==> src/rtl/hazard_ctrl.sv <==
// Central hazard controller for the 5-stage pipeline: load-use, ID-branch operand
// and MDU structural hazard detection, MDU occupancy countdown and perf counters.
module hazard_ctrl #(
  parameter int MULT_CYCLES = 5,
  parameter int DIV_CYCLES  = 10,
  parameter int CNT_W       = 4,
  parameter int PERF_W      = 32
) (
  input  logic              clk,
  input  logic              reset,
  input  logic [4:0]        rsD,
  input  logic [4:0]        rtD,
  input  logic              rs_use_idD,
  input  logic              rt_use_idD,
  input  logic              rs_use_exD,
  input  logic              rt_use_exD,
  input  logic              md_useD,
  input  logic              regwriteE,
  input  logic              memtoregE,
  input  logic [4:0]        writeregE,
  input  logic [1:0]        md_opE,
  input  logic              memtoregM,
  input  logic [4:0]        writeregM,
  input  logic              branch_takenD,
  input  logic              jumpD,
  output logic              stallF,
  output logic              stallD,
  output logic              flushD,
  output logic              flushE,
  output logic              md_busy,
  output logic [PERF_W-1:0] stall_cycles,
  output logic [PERF_W-1:0] flush_events
);

  localparam logic [CNT_W-1:0] MULT_LOAD = CNT_W'(MULT_CYCLES - 1);
  localparam logic [CNT_W-1:0] DIV_LOAD  = CNT_W'(DIV_CYCLES - 1);
  localparam logic [PERF_W-1:0] PERF_MAX = {PERF_W{1'b1}};

  logic [CNT_W-1:0]  cnt_r;
  logic [PERF_W-1:0] stall_cycles_r;
  logic [PERF_W-1:0] flush_events_r;
  logic              lw_stall_s;
  logic              br_stall_s;
  logic              md_stall_s;
  logic              md_start_s;
  logic              stall_s;
  logic              flush_d_s;

  // $0 is hardwired, so it never creates a dependency
  function automatic logic reg_match(input logic [4:0] src, input logic [4:0] dst);
    return (src == dst) && (dst != 5'd0);
  endfunction

  // Hazard detection; all controls are forced quiet while reset is held
  always_comb begin
    lw_stall_s = 1'b0;
    br_stall_s = 1'b0;
    md_stall_s = 1'b0;
    md_start_s = 1'b0;
    stall_s    = 1'b0;
    flush_d_s  = 1'b0;
    if (reset) begin
      stall_s   = 1'b0;
      flush_d_s = 1'b0;
    end else begin
      case (md_opE)
        2'b01:   md_start_s = 1'b1;
        2'b10:   md_start_s = 1'b1;
        default: md_start_s = 1'b0;
      endcase
      lw_stall_s = regwriteE && memtoregE &&
                   (((rs_use_idD || rs_use_exD) && reg_match(rsD, writeregE)) ||
                    ((rt_use_idD || rt_use_exD) && reg_match(rtD, writeregE)));
      br_stall_s = (rs_use_idD && reg_match(rsD, writeregE) && regwriteE) ||
                   (rt_use_idD && reg_match(rtD, writeregE) && regwriteE) ||
                   (rs_use_idD && reg_match(rsD, writeregM) && memtoregM) ||
                   (rt_use_idD && reg_match(rtD, writeregM) && memtoregM);
      md_stall_s = md_useD && ((cnt_r != {CNT_W{1'b0}}) || md_start_s);
      stall_s    = lw_stall_s || br_stall_s || md_stall_s;
      flush_d_s  = (branch_takenD || jumpD) && !stall_s;
    end
  end

  assign stallF = stall_s;
  assign stallD = stall_s;
  assign flushE = stall_s;
  assign flushD = flush_d_s;

  // MDU occupancy countdown; an op arriving while busy is ignored
  always_ff @(posedge clk) begin
    if (reset) begin
      cnt_r <= {CNT_W{1'b0}};
    end else if (cnt_r == {CNT_W{1'b0}}) begin
      case (md_opE)
        2'b01:   cnt_r <= MULT_LOAD;
        2'b10:   cnt_r <= DIV_LOAD;
        default: cnt_r <= {CNT_W{1'b0}};
      endcase
    end else begin
      cnt_r <= cnt_r - {{(CNT_W-1){1'b0}}, 1'b1};
    end
  end

  assign md_busy = !reset && (cnt_r != {CNT_W{1'b0}});

  // Saturating stall-cycle counter
  always_ff @(posedge clk) begin
    if (reset) begin
      stall_cycles_r <= {PERF_W{1'b0}};
    end else if (stall_s && (stall_cycles_r != PERF_MAX)) begin
      stall_cycles_r <= stall_cycles_r + {{(PERF_W-1){1'b0}}, 1'b1};
    end else begin
      stall_cycles_r <= stall_cycles_r;
    end
  end

  // Saturating flush-event counter
  always_ff @(posedge clk) begin
    if (reset) begin
      flush_events_r <= {PERF_W{1'b0}};
    end else if (flush_d_s && (flush_events_r != PERF_MAX)) begin
      flush_events_r <= flush_events_r + {{(PERF_W-1){1'b0}}, 1'b1};
    end else begin
      flush_events_r <= flush_events_r;
    end
  end

  // Counters read as zero for the whole time reset is asserted
  assign stall_cycles = reset ? {PERF_W{1'b0}} : stall_cycles_r;
  assign flush_events = reset ? {PERF_W{1'b0}} : flush_events_r;

endmodule

==> config.mk <==
export PLATFORM = sky130hd
export DESIGN_NAME = hazard_ctrl
export DESIGN_NICKNAME = d
export VERILOG_FILES = /design/src/rtl/hazard_ctrl.sv
export SDC_FILE = /design/constraint.sdc
export NUM_CORES = 1
export LEC_CHECK = 0
export BUFFER_PORTS_ARGS = -buffer_cell sky130_fd_sc_hd__buf_4
export CAP_MARGIN = 20
export CORE_ASPECT_RATIO = 0.6
export CORE_MARGIN = 2
export CORE_UTILIZATION = 30
export CTS_CLUSTER_DIAMETER = 120
export DETAILED_ROUTE_END_ITERATION = 12
export GPL_ROUTABILITY_DRIVEN = 0
export PLACE_DENSITY_LB_ADDON = 0.3
export SYNTH_ARGS = -nofsm -noshare
export SYNTH_HDL_FRONTEND = slang
export SYNTH_SLANG_ARGS = --single-unit
==> constraint.sdc <==
create_clock -name clk -period 2.2 [get_ports clk]
set_input_delay 0.22 -clock clk [delete_from_list [all_inputs] [get_ports clk]]
set_output_delay 0.22 -clock clk [all_outputs]
set_load 0.01 [all_outputs]
* Word-level counts from Yosys, hierarchy flattened
Cells that the tools add are included.
** Operators by class
- Add/sub/neg operators :: 3
- Equal/unequal tests :: 8
- Mux-type cells :: 8
- Reduce and logical (&&, ||, !) cells :: 38
** Operator list (number)
- 32-bit by 1-bit adder with 32-bit output (second input constant) :: 2
- 32-bit 2-to-1 mux :: 2
- 32-bit inequality test (second input constant) :: 2
- 1-bit logical AND :: 21
- 5-bit == test :: 4
- 1-bit logical OR :: 10
- 5-bit nonzero test :: 2
- 4-bit one-hot mux with 2 select lines :: 1
- 4-bit logical NOT :: 1
- 1-bit 2-to-1 mux :: 4
- 4-bit 2-to-1 mux :: 1
- 4-bit nonzero test :: 1
- 4-bit by 1-bit subtractor with 4-bit output (second input constant) :: 1
- 2-bit by 1-bit == test with 1-bit output (second input constant) :: 1
- 2-bit == test (second input constant) :: 1
- 1-bit logical NOT :: 2
- 2-bit OR reduction :: 1
** Word-level totals
- Register bits :: 68
- Input bits :: 34
- Output and inout port bits :: 69
- Logic and storage cells :: 60

* Longest topological paths before layout
- Depth in word-level cells :: 13
- Depth in mapped cells :: 10
- Depth with buffers taken out :: 8

* Worst setup path before layout
OpenSTA, ideal clock, no wires.
- Path type :: reg2reg
- From :: reg cnt_r[0]
- To :: reg flush_events_r[5]
- Arrival :: 2.058 ns
- Slack :: 0.021 ns
- Cell stages (with the launch flop) :: 10
- Clock period less this slack :: 2.179 ns
- Cell sequence :: dfxtp_1 inv_1 ha_1 nor3b_1 nand2_1 nand2_1 o221ai_2 buf_2 nor4_1 mux2_2
** Between the ends
- Longest elaborated chain between the ends :: 8
** Ends and longest elaborated chain
- start: declaration :: line 39 : logic [CNT_W-1:0] cnt_r;
- start signal: assignment :: line 92 : cnt_r <= {CNT_W{1'b0}};
- start signal: assignment :: line 97 : default: cnt_r <= {CNT_W{1'b0}};
- start signal: assignment :: line 100 : cnt_r <= cnt_r - {{(CNT_W-1){1'b0}}, 1'b1};
- 4-bit nonzero test :: line 78 : md_stall_s = md_useD && ((cnt_r != {CNT_W{1'b0}}) || md_start_s);
- 1-bit logical OR :: line 78
- 1-bit logical AND :: line 78
- 1-bit logical OR :: line 79 : stall_s = lw_stall_s || br_stall_s || md_stall_s;
- 1-bit logical NOT :: line 80 : flush_d_s = (branch_takenD || jumpD) && !stall_s;
- 1-bit logical AND :: line 80
- 1-bit 2-to-1 mux :: line 62 : if (reset) begin
- 1-bit logical AND :: line 121 : end else if (flush_d_s && (flush_events_r != PERF_MAX)) begin
- end signal: assignment :: line 120 : flush_events_r <= {PERF_W{1'b0}};
- end signal: assignment :: line 122 : flush_events_r <= flush_events_r + {{(PERF_W-1){1'b0}}, 1'b1};
- end signal: assignment :: line 124 : flush_events_r <= flush_events_r;
- end: declaration :: line 41 : logic [PERF_W-1:0] flush_events_r;
No other way between the ends.
A chain may end at the register's enable or synchronous reset.

* Worst setup path after layout
- From :: reg cnt_r[1]
- To :: reg stall_cycles_r[6]
** Between the ends
- Longest elaborated chain between the ends :: 6
** Ends and longest elaborated chain
- 4-bit nonzero test :: line 78
- 1-bit logical OR :: line 78
- 1-bit logical AND :: line 78
- 1-bit logical OR :: line 79
- 1-bit 2-to-1 mux :: line 62
- 1-bit logical AND :: line 110 : end else if (stall_s && (stall_cycles_r != PERF_MAX)) begin
- end signal: assignment :: line 109 : stall_cycles_r <= {PERF_W{1'b0}};
- end signal: assignment :: line 111 : stall_cycles_r <= stall_cycles_r + {{(PERF_W-1){1'b0}}, 1'b1};
- end signal: assignment :: line 113 : stall_cycles_r <= stall_cycles_r;
- end: declaration :: line 40 : logic [PERF_W-1:0] stall_cycles_r;
No other way between the ends.

==> metrics.md <==
| Metric | Value |
|---|---|
| DP HPWL | ~9.8 mm |
| Net Sw Frac | approximately 29% |
| Pleak | roughly 2.6 nW |
| H-tree Lvls | 3 |
| Num rows | 33 |
| Post-DR wirelength/cell | 15.4 um |
| CP max FO | 5 |
| GRT Overall Usage | 17.6% |
| Final-stage net count | 704 |
| Sequential area share after synthesis | 32.3% |
| Initial detailed-routing violation count | approximately 280 |
| Initial antenna violation count | 0 |
| Die span in x | 157 um |
| Area leader, netlist | dfxtp_1 |
| Count of cell types in the netlist | 42 |
| Final worst path period share | 96.9% |
| Pwr dens | approximately 630 nW/um2 |
| Place WS | -132 ps |
| Clock share of power | 38.9% |
| Seq cells post-synth | a little under 70 |
| Mapped Cells | 525 |
| Fmax | roughly 0.47 GHz |
| Finish-stage setup viols | 0 |
| CTS sink count | a little under 70 |
| First-pass GRT wire length | around 21 mm |
| CP cell instances | inv_2 -> ha_4 -> nor3b_4 -> nand2_1 -> nand2_2 -> o221a_1 -> buf_4 -> or4_1 -> mux2_1 |
| Synth top area cells | dfxtp_1 (32%), mux2_2 (13%), nor2b_1 (8.8%) |
| Min cycle time layout | approximately 2100 ps |
| Final setup TNS | 0 ps |
| Seq pwr share | between 30% and 40% |
| Residual DRC count | 0 |
| Die height | 95.8 um |
| Pins Over Slew Limit | 0 |
| WL final | 13.3 mm |
| Max incr delay on CP | 520 ps |
| Setup Skew | roughly 4.4 ps |
| Vias in the first global route | a little over 4000 |
| WS Path Type | flop to flop |
| Final hold violation count | 0 |
| Unrepaired setup endpoints after global routing | true |
| TritonCTS clock tree | done |
| Max Cap Violations | 0 |
| Cell count after placement | 840 |
| Peak supply drop | roughly 0.3 mV |
| Vias per cell | roughly 5 |
| Avg Inst Size Synth | between 8 and 9 um2 |
| Drt first pass iters | 4 |
| Clock Tree Buf Depth | 2 |
| Combinational Power Share | 26.0% |
| Clock Pin Slew Worst Setup and Hold Paths | about 60 ps |
| Net Sw Power | between 0.001 and 0.0015 W |
| Commonest non-fill, non-tap cell in the layout | buf_4 |
| Worst-Skew Late Latency | roughly 330 ps |
| Synth top area share | between 30% and 40% |
| Hold Crit Class | input pin to flop |
| Req. time, crit path | 2410 ps |
| Critical Path Sink Type | flop |
| WP data arrival | ~2400 ps |
| Final cell count without fillers | ~860 |
| Cell Int Power | 0.00272 W |
| Rel. slew slack | between 40 and 50% |
| CTS Root Cell | clkbuf_16 |
| Starting Density | a little under a third |
| Routed via count | between 4000 and 5000 |
| Antenna cells | 0 |
| Share of cells above drive strength 1 | roughly 37% |
| Total Power | between 0.003 and 0.004 W |
| Fillers | between 1000 and 1500 |
| Most frequent cells in the layout | buf_4 (157), dfxtp_1 (66), nor2_1 (61) |
| Ports | slightly above 100 |
| Setup ws final | 68.3 ps |
| IO Port Bufs | slightly above 100 |
| Pin count of the biggest net entering global routing | between 70 and 80 |
| Mapped Area | roughly 4200 um2 |
| Worst setup SP type | flop |
| Worst Max-Slew Pin Slew | between 700 and 800 ps |
| Syn Nets | about 560 |
| CP max-delay cell | or4_1 |
| Num CTS Buffers | 9 |
| Area growth, synth to finish | 43.3% |
| Finished Core Util | between 40% and 50% |
| Post-route ant nets | 0 |
| Core Box Area | around 14000 um2 |
| Full die area | 15000 um2 |
| GR Overflow Total | 0 |
| Synth Warn # | 0 |
| Status | finished clean |
[power groups by stage]
stage / Sequential, W / Combinational (W) / Clock, W
final: 0.00134 / 0.000990 / 0.00148
after detailed placement: 0.00135 / 0.000751 / 0
after global routing: 0.00134 / 0.00108 / 0.00157
after global placement: 0.00134 / 0.000732 / 0
after CTS: 0.00132 / 0.000776 / 0.00152
after floorplan: 0.00134 / 0.000429 / 0
[critical path: cells and delay by family, from the launching register on]
kind | cells | cell delay, ps
AO/OA/AOI/OAI | 1 | 150
adder cells (fa/ha/maj) | 1 | 160
buffers and inverters | 2 | 200
flip-flops | 1 | 340
multiplexers | 1 | 320
AND/OR/NAND/NOR | 4 | 840
[worst paths after layout]
path | from | end | slack [ps] | depth (start not counted)
setup reg to reg | cnt_r[1] | stall_cycles_r[6] | 70 | 9
hold / removal | reset | stall_cycles_r[1] | 130 | 2
setup / recovery | cnt_r[1] | stall_cycles_r[6] | 70 | 9
hold reg to reg | stall_cycles_r[1] | stall_cycles_r[1] | 520 | 2
[cell type report]
type	instances	area, um2	share of cell area, %
Multi-Input combinational cell	412	2770	45.8
Sequential cell	68	1360	22.6
Timing Repair Buffer	164	1330	21.9
Clock buffer	12	256	4.25
Tap cell	192	240	3.98
Clock inverter	4	47.5	0.788
Inverter	10	37.5	0.622
[metrics by stage]
stage / hold slack (ps) / instance area (um2)
4_1_cts: 130 / 5840
6_report: 135 / 6040
5_1_grt: 138 / 6040
3_5_place_dp: 487 / 5510
3_3_place_gp: 474 / 5510
2_1_floorplan: 465 / 4210
[sequential cells by signal (all words and copies together) (netlist names)]
name,cells
cnt_r,4
flush_events_r,32
stall_cycles_r,32
[Yosys cell counts, drive strengths merged]
cell     n
a21oi   20
a22oi    1
a32oi    1
a41o     1
a41oi    1
and2     6
and3    16
and4     9
buf     16
clkbuf  19
dfxtp   68
ha       5
inv     10
mux2    48
nand2   24
nand2b   1
nand3   24
nand4   28
nand4b   1
nor2    63
nor2b   59
nor3    32
nor3b    1
nor4     8
nor4b    1
o21ai   15
o21bai   1
o221a    1
o221ai   1
o31ai    6
o41ai    1
or3     11
or4      6
xnor2    2
xor2    18
[logic make-up (layout without fill, tap and decap cells)]
| family | Yosys count | count (layout) | share of synthesized area (%) |
|---|---|---|---|
| multiplexers | 48 | 48 | 12.8 |
| XOR/XNOR | 20 | 20 | 4.16 |
| AO/OA/AOI/OAI | 49 | 49 | 7.07 |
| AND/OR/NAND/NOR | 290 | 290 | 37.5 |
| flip-flops | 68 | 68 | 32.3 |
| adder cells (fa/ha/maj) | 5 | 5 | 1.49 |
| buffers and inverters | 45 | 190 | 4.60 |
[routing by layer]
metal / global-route usage, % / routed length [um] / vias up
met5: 0 / 0 / -
li1: - / - / 2154
met1: 25.2 / 6770 / 2067
met2: 26.5 / 5750 / 105
met3: 4.32 / 706 / 11
met4: 4.05 / 95 / 0
[what timing repair did]
action                     in CTS  in global routing
pin swaps                       0                  4
setup endpoints to repair       7                 50
resized for setup               6                 20
gates cloned                    0                  3
hold buffers                    0                  0
setup buffers                   1                  2
hold endpoints to repair        0                  0
Note: power is estimated with default switching activity, not from simulation.
